### src/rtl/ram_wr_seq.sv
// ----------------------------------------------------------------------------
// ram_wr_seq
// Sequential-write RAM. Incoming words are stored at consecutive addresses
// starting at 0. A small FSM (EMPTY / FILL / FULL) tracks the fill level.
// Reads are random-access with a registered result one cycle after the request.
//
// Optional feature: define RAM_WR_WRAP_EN to keep accepting writes when full.
// New words then overwrite the oldest entries, and wr_addr wraps around.
// Without the macro, the block stops accepting writes once it is full.
//
// Parameters
//   DEPTH   number of writable entries (1..16)
//   DATA_W  data word width
//
// Ports
//   CP        clock; all state changes on the rising edge
//   RST       synchronous active-high reset
//   in_valid  write data present
//   in_data   word to store
//   in_ready  the block accepts a word this cycle
//   clr       restart the write sequence (memory contents kept)
//   rd_en     read request
//   rd_addr   read address
//   rd_data   registered read data
//   rd_valid  rd_data holds the result of the previous-cycle request
//   wr_addr   address of the next write
//   count     number of stored words
//   full      count equals DEPTH (registered)
// ----------------------------------------------------------------------------
module ram_wr_seq #(
  parameter int DEPTH  = 14,
  parameter int DATA_W = 8
) (
  input  logic              CP,
  input  logic              RST,
  input  logic              in_valid,
  input  logic [DATA_W-1:0] in_data,
  output logic              in_ready,
  input  logic              clr,
  input  logic              rd_en,
  input  logic [3:0]        rd_addr,
  output logic [DATA_W-1:0] rd_data,
  output logic              rd_valid,
  output logic [3:0]        wr_addr,
  output logic [4:0]        count,
  output logic              full
);

  typedef enum logic [1:0] {
    EMPTY = 2'd0,
    FILL  = 2'd1,
    FULL  = 2'd2
  } state_t;

  localparam logic [4:0] DEPTH_C = 5'(DEPTH);
  localparam logic [3:0] LAST_C  = 4'(DEPTH - 1);

  state_t            state;
  state_t            next_state;
  logic [3:0]        next_addr;
  logic [4:0]        next_count;
  logic [4:0]        count_inc;
  logic              accept;
  logic              rd_in_range;
  logic [DATA_W-1:0] mem [DEPTH];

`ifdef RAM_WR_WRAP_EN
  assign in_ready = 1'b1;
`else
  assign in_ready = ~full;
`endif

  // Reset and clear both suppress a write presented in the same cycle.
  assign accept      = in_valid & in_ready & ~clr & ~RST;
  assign count_inc   = count + 5'd1;
  assign rd_in_range = ({1'b0, rd_addr} < DEPTH_C);

  // Next-state logic for the fill FSM, write pointer and word counter.
  always_comb begin
    next_state = state;
    next_addr  = wr_addr;
    next_count = count;
    if (clr) begin
      next_state = EMPTY;
      next_addr  = 4'd0;
      next_count = 5'd0;
    end else if (accept) begin
      next_addr  = (wr_addr == LAST_C) ? 4'd0 : (wr_addr + 4'd1);
      // The count saturates because overwrite mode keeps writing while FULL.
      next_count = (count == DEPTH_C) ? count : count_inc;
      case (state)
        EMPTY:   next_state = (count_inc == DEPTH_C) ? FULL : FILL;
        FILL:    next_state = (count_inc == DEPTH_C) ? FULL : FILL;
        FULL:    next_state = FULL;
        default: next_state = EMPTY;
      endcase
    end else begin
      next_state = state;
    end
  end

  // State, pointer, counter and full-flag registers.
  always_ff @(posedge CP) begin
    if (RST) begin
      state   <= EMPTY;
      wr_addr <= 4'd0;
      count   <= 5'd0;
      full    <= 1'b0;
    end else begin
      state   <= next_state;
      wr_addr <= next_addr;
      count   <= next_count;
      full    <= (next_state == FULL);
    end
  end

  // Storage array; not reset, so it keeps its contents across clr and RST.
  always_ff @(posedge CP) begin
    if (accept) begin
      mem[wr_addr] <= in_data;
    end
  end

  // Registered read port. It samples the pre-edge contents, which gives
  // read-before-write behaviour on a same-address collision.
  always_ff @(posedge CP) begin
    if (RST) begin
      rd_valid <= 1'b0;
      rd_data  <= '0;
    end else if (rd_en) begin
      rd_valid <= 1'b1;
      rd_data  <= rd_in_range ? mem[rd_addr] : '0;
    end else begin
      rd_valid <= 1'b0;
    end
  end

endmodule

### config.mk
export PLATFORM = sky130hd
export DESIGN_NAME = ram_wr_seq
export DESIGN_NICKNAME = d
export VERILOG_FILES = /design/src/rtl/ram_wr_seq.sv
export SDC_FILE = /design/constraint.sdc
export NUM_CORES = 1
export LEC_CHECK = 0
export ABC_AREA = 1
export BUFFER_PORTS_ARGS = -buffer_cell sky130_fd_sc_hd__buf_2
export CORE_UTILIZATION = 45
export CTS_CLUSTER_SIZE = 25
export DETAILED_ROUTE_END_ITERATION = 8
export PLACE_DENSITY_LB_ADDON = 0.15
export SLEW_MARGIN = 10
export SYNTH_ARGS = -nofsm -noshare
export SYNTH_HDL_FRONTEND = slang
export SYNTH_SLANG_ARGS = --single-unit
### constraint.sdc
create_clock -name CP -period 1.5 [get_ports CP]
set_input_delay 0.15 -clock CP [delete_from_list [all_inputs] [get_ports CP]]
set_output_delay 0.15 -clock CP [all_outputs]
set_load 0.005 [all_outputs]
==> summary.md <==
The core area was 0.01201 sq mm. The data arrival time at the worst-slack endpoint came out at 1530 ps. Setup repair after global routing could not meet its margin everywhere. The clock power share was 51.1%; the share of Yosys cell area claimed by the top area cell type was 60.53%.

Summed over all nets, the switching power comes to 1.809 mW. The count of boundary I/O pins was 37; the placed wire-length estimate after detailed placement was 8.364 mm. Total instance count after detailed placement: 712.

The area of all placed cells without fillers was 0.006824 sq mm. The tools report the non-filler instance count after layout as 744. The highest fanout seen on the critical path is 8. The critical path in this run is classified as reg2reg. Pin count of the biggest net entering global routing: 49. Floorplan die width: 113.1 um.

The top achievable clock speed is 699.2 MHz, and the power density over the cells is 1358 mW/mm^2. The average instance in the mapped netlist occupies 10.64 sq um. After global routing the overflow that remains totals 0.

After synthesis the netlist holds a flip-flop and latch count of 133. Once the floorplan was initialized, standard cells occupied 46.26% of the core. The routed length per placed instance is 17.17 um, and the overall routing resource usage is 21.77%.

Measured against its own limit, the worst slew margin works out to 74.35%. The worst path needs 1430 ps of the cycle, external delays included. For this run, the post-layout net count is 604.

Combinational logic burns 5.3% of the power. The via count of the first global-routing pass came out at 3740. The flow ran to the end, and the final reports show no timing, DRC or antenna violations. Reported leakage power: 2.651 nW.

Registers are responsible for 43.6% of the overall power. The share of post-route cells with drive strength above 1 is 21.78%. Of the synthesized area, sequential elements account for 68.09%. The net count after synthesis came out at 542.

Dominant register cell in the synthesized netlist: sky130_fd_sc_hd__edfxtp_1. The tools report the clock sink total as 133. TritonCTS built the clock tree. The commonest cells after synthesis are sky130_fd_sc_hd__nand2_1, sky130_fd_sc_hd__edfxtp_1, sky130_fd_sc_hd__nand3_1. The final RePlAce weighted congestion was 0.7978; the clock slew at the register clock pins of the worst setup and hold paths was 50 ps.

TritonCTS created 17 clock buffers. The switching part of the total power is 19.52%. The iteration count of the initial detailed-routing pass is 6.

The first global-routing pass estimated 19.96 mm of wire. The tools report the internal power summed over all cells as 7.457 mW. The cell area that synthesis handed to floorplanning was 0.005557 sq mm.

The routed layout has 3913 vias. Total die area: 0.01280 sq mm. The quantity of I/O buffers inserted on ports came out at 36. The logs give 0 for the final antenna-violating net count and 0.0006978 V for the maximum vdd drop. The most common cell in the synthesized netlist is sky130_fd_sc_hd__nand2_1. After routing, the total negative slack on setup checks comes to 0 ps. The total DRC errors in the routed layout is 0, and the count of routing violations after the opening detailed-route iteration is 262. Cell taking the most area after synthesis: sky130_fd_sc_hd__edfxtp_1. For the worst-skew pair, the clock arrives at the later sink with an insertion delay of 410 ps.

For the number of maximum-capacitance constraint violations, the log shows 0. The run gives 1600 ps as the critical path data required time. Synthesis produced 522 cells. In this run the worst hold path is classified as in2reg. CTS placed an instance of sky130_fd_sc_hd__clkbuf_16 at the clock tree root. The floorplan step set the die height to 113.1 um. The detail-routed via count per cell is 5.259, and the async set-or-reset flop fraction in the synthesized netlist is 0%. The worst setup path is captured at a register. The floorplan row count was 40.

Compared with the post-synthesis result, the final layout area differs by 22.81%. The clock skew after layout was 8.294 ps; the final-report setup violation count was 0. The max-slew violation count came out at 0.

After clock tree synthesis, the flow added hold-fix buffers numbering 0. The number of fill cells was 1054. The transition time at the pin with the least slew margin is 384.8 ps.

The deepest clock path buffer count was 2; the number of antenna violations at the first check in global routing was 0. The synthesized design contains 112 enable-type register cells. The number of antenna diodes in the final layout is 0.

After layout, the worst path uses 95.34% of the clock period. The routed design has 12.78 mm of wire. The logs give 4 for the H-tree depth reported by CTS and 0 for the number of setup buffers added after CTS. The run gives 0 as the final hold violation count.

Yosys attributes the largest share of cell area to sky130_fd_sc_hd__edfxtp_1, sky130_fd_sc_hd__nand2_1, sky130_fd_sc_hd__dfxtp_1. STA classifies the critical path startpoint as a register. Number of warnings reported in the yosys synthesis log: 0.

Counting distinct cell types in the post-synthesis netlist gives 30. Once placement finished, the instance area stood at 0.006113 sq mm.
cell usage in the layout, fill, tap and decap left out, types with 5 or more instances in the layout:
cell type,n
sky130_fd_sc_hd__nor2_1,43
sky130_fd_sc_hd__nor2_4,7
sky130_fd_sc_hd__inv_1,14
sky130_fd_sc_hd__buf_12,6
sky130_fd_sc_hd__a21oi_1,21
sky130_fd_sc_hd__dfxtp_1,20
sky130_fd_sc_hd__clkbuf_16,17
sky130_fd_sc_hd__edfxtp_1,112
sky130_fd_sc_hd__buf_4,23
sky130_fd_sc_hd__or2_1,12
sky130_fd_sc_hd__inv_2,9
sky130_fd_sc_hd__buf_2,36
sky130_fd_sc_hd__nand3_1,72
sky130_fd_sc_hd__or2_2,5
sky130_fd_sc_hd__bufinv_16,7
sky130_fd_sc_hd__nand2_1,156
layout make-up:
class | count | area, sq um | share of cell area (%)
multi-input cells | 341 | 1598 | 23.41
flip-flops and latches | 133 | 3785 | 55.46
repair buffers | 65 | 473.0 | 6.931
well taps | 147 | 183.9 | 2.695
clock inverters | 15 | 259.0 | 3.795
inverters | 26 | 100.1 | 1.467
clock buffers | 17 | 425.4 | 6.234
critical path, stage by stage, from the launching register on:
cell,delay (ps)
sky130_fd_sc_hd__dfxtp_2,320
sky130_fd_sc_hd__inv_2,70
sky130_fd_sc_hd__nand2_4,70
sky130_fd_sc_hd__nor3_4,250
sky130_fd_sc_hd__nand2_4,150
sky130_fd_sc_hd__nor2_4,250
metal layers:
metal  vias up  routed length (um)  GRT usage [%]
li1       1897                   -              -
met1      1853                5650          28.28
met2       136                6122          34.64
met3        27                 682          4.553
met4         0                 322          11.23
met5         -                   0              0
metrics by stage:
stage / utilization, % / setup WS, ps / power (mW) / hold WS (ps)
CTS: 56.70 / 18.54 / 9.334 / 33.80
global placement: 50.90 / -63.06 / 4.602 / 451.9
floorplan: - / -131.7 / 4.393 / 248.9
finish: 56.81 / 69.83 / 9.266 / 47.95
global route: 56.81 / -15.18 / 9.517 / 87.38
detailed placement: 50.90 / -81.59 / 4.604 / 457.9
flip-flops by register name, summed over array words and instances (netlist names):
register	cells
wr_addr	4
full	1
rd_data	8
count	5
mem	112
state	2
rd_valid	1
kinds of logic (layout without fill, tap and decap cells):
family,Yosys count,after routing,synth area share (%)
fa+ha+maj,3,3,0.6756
flops,133,133,68.09
buf+inv,48,123,4.458
compound gates,30,30,2.905
simple gates,308,308,23.87
power by group through the flow:
stage	clock network (mW)	logic, mW	registers (mW)
2_1_floorplan	0	0.271	4.12
3_3_place_gp	0	0.485	4.12
3_5_place_dp	0	0.486	4.12
4_1_cts	4.80	0.490	4.04
5_1_grt	4.94	0.536	4.04
6_report	4.74	0.488	4.04
worst paths after layout:
| check | depth (start not counted) | slack [ps] | end | startpoint |
|---|---|---|---|---|
| worst max-delay path | 5 | 70 | mem[5][0] | full |
| worst min-delay path | 4 | 50 | state[0] | clr |
| worst min register to register | 2 | 460 | rd_data[7] | rd_data[7] |
| worst max register to register | 5 | 70 | mem[5][0] | full |
what timing repair did:
action / in CTS / in global routing
pin swaps: 3 / 4
endpoints found under the setup margin: 72 / 64
gates resized for setup: 3 / 9
Note: power is estimated with default switching activity, not from simulation.
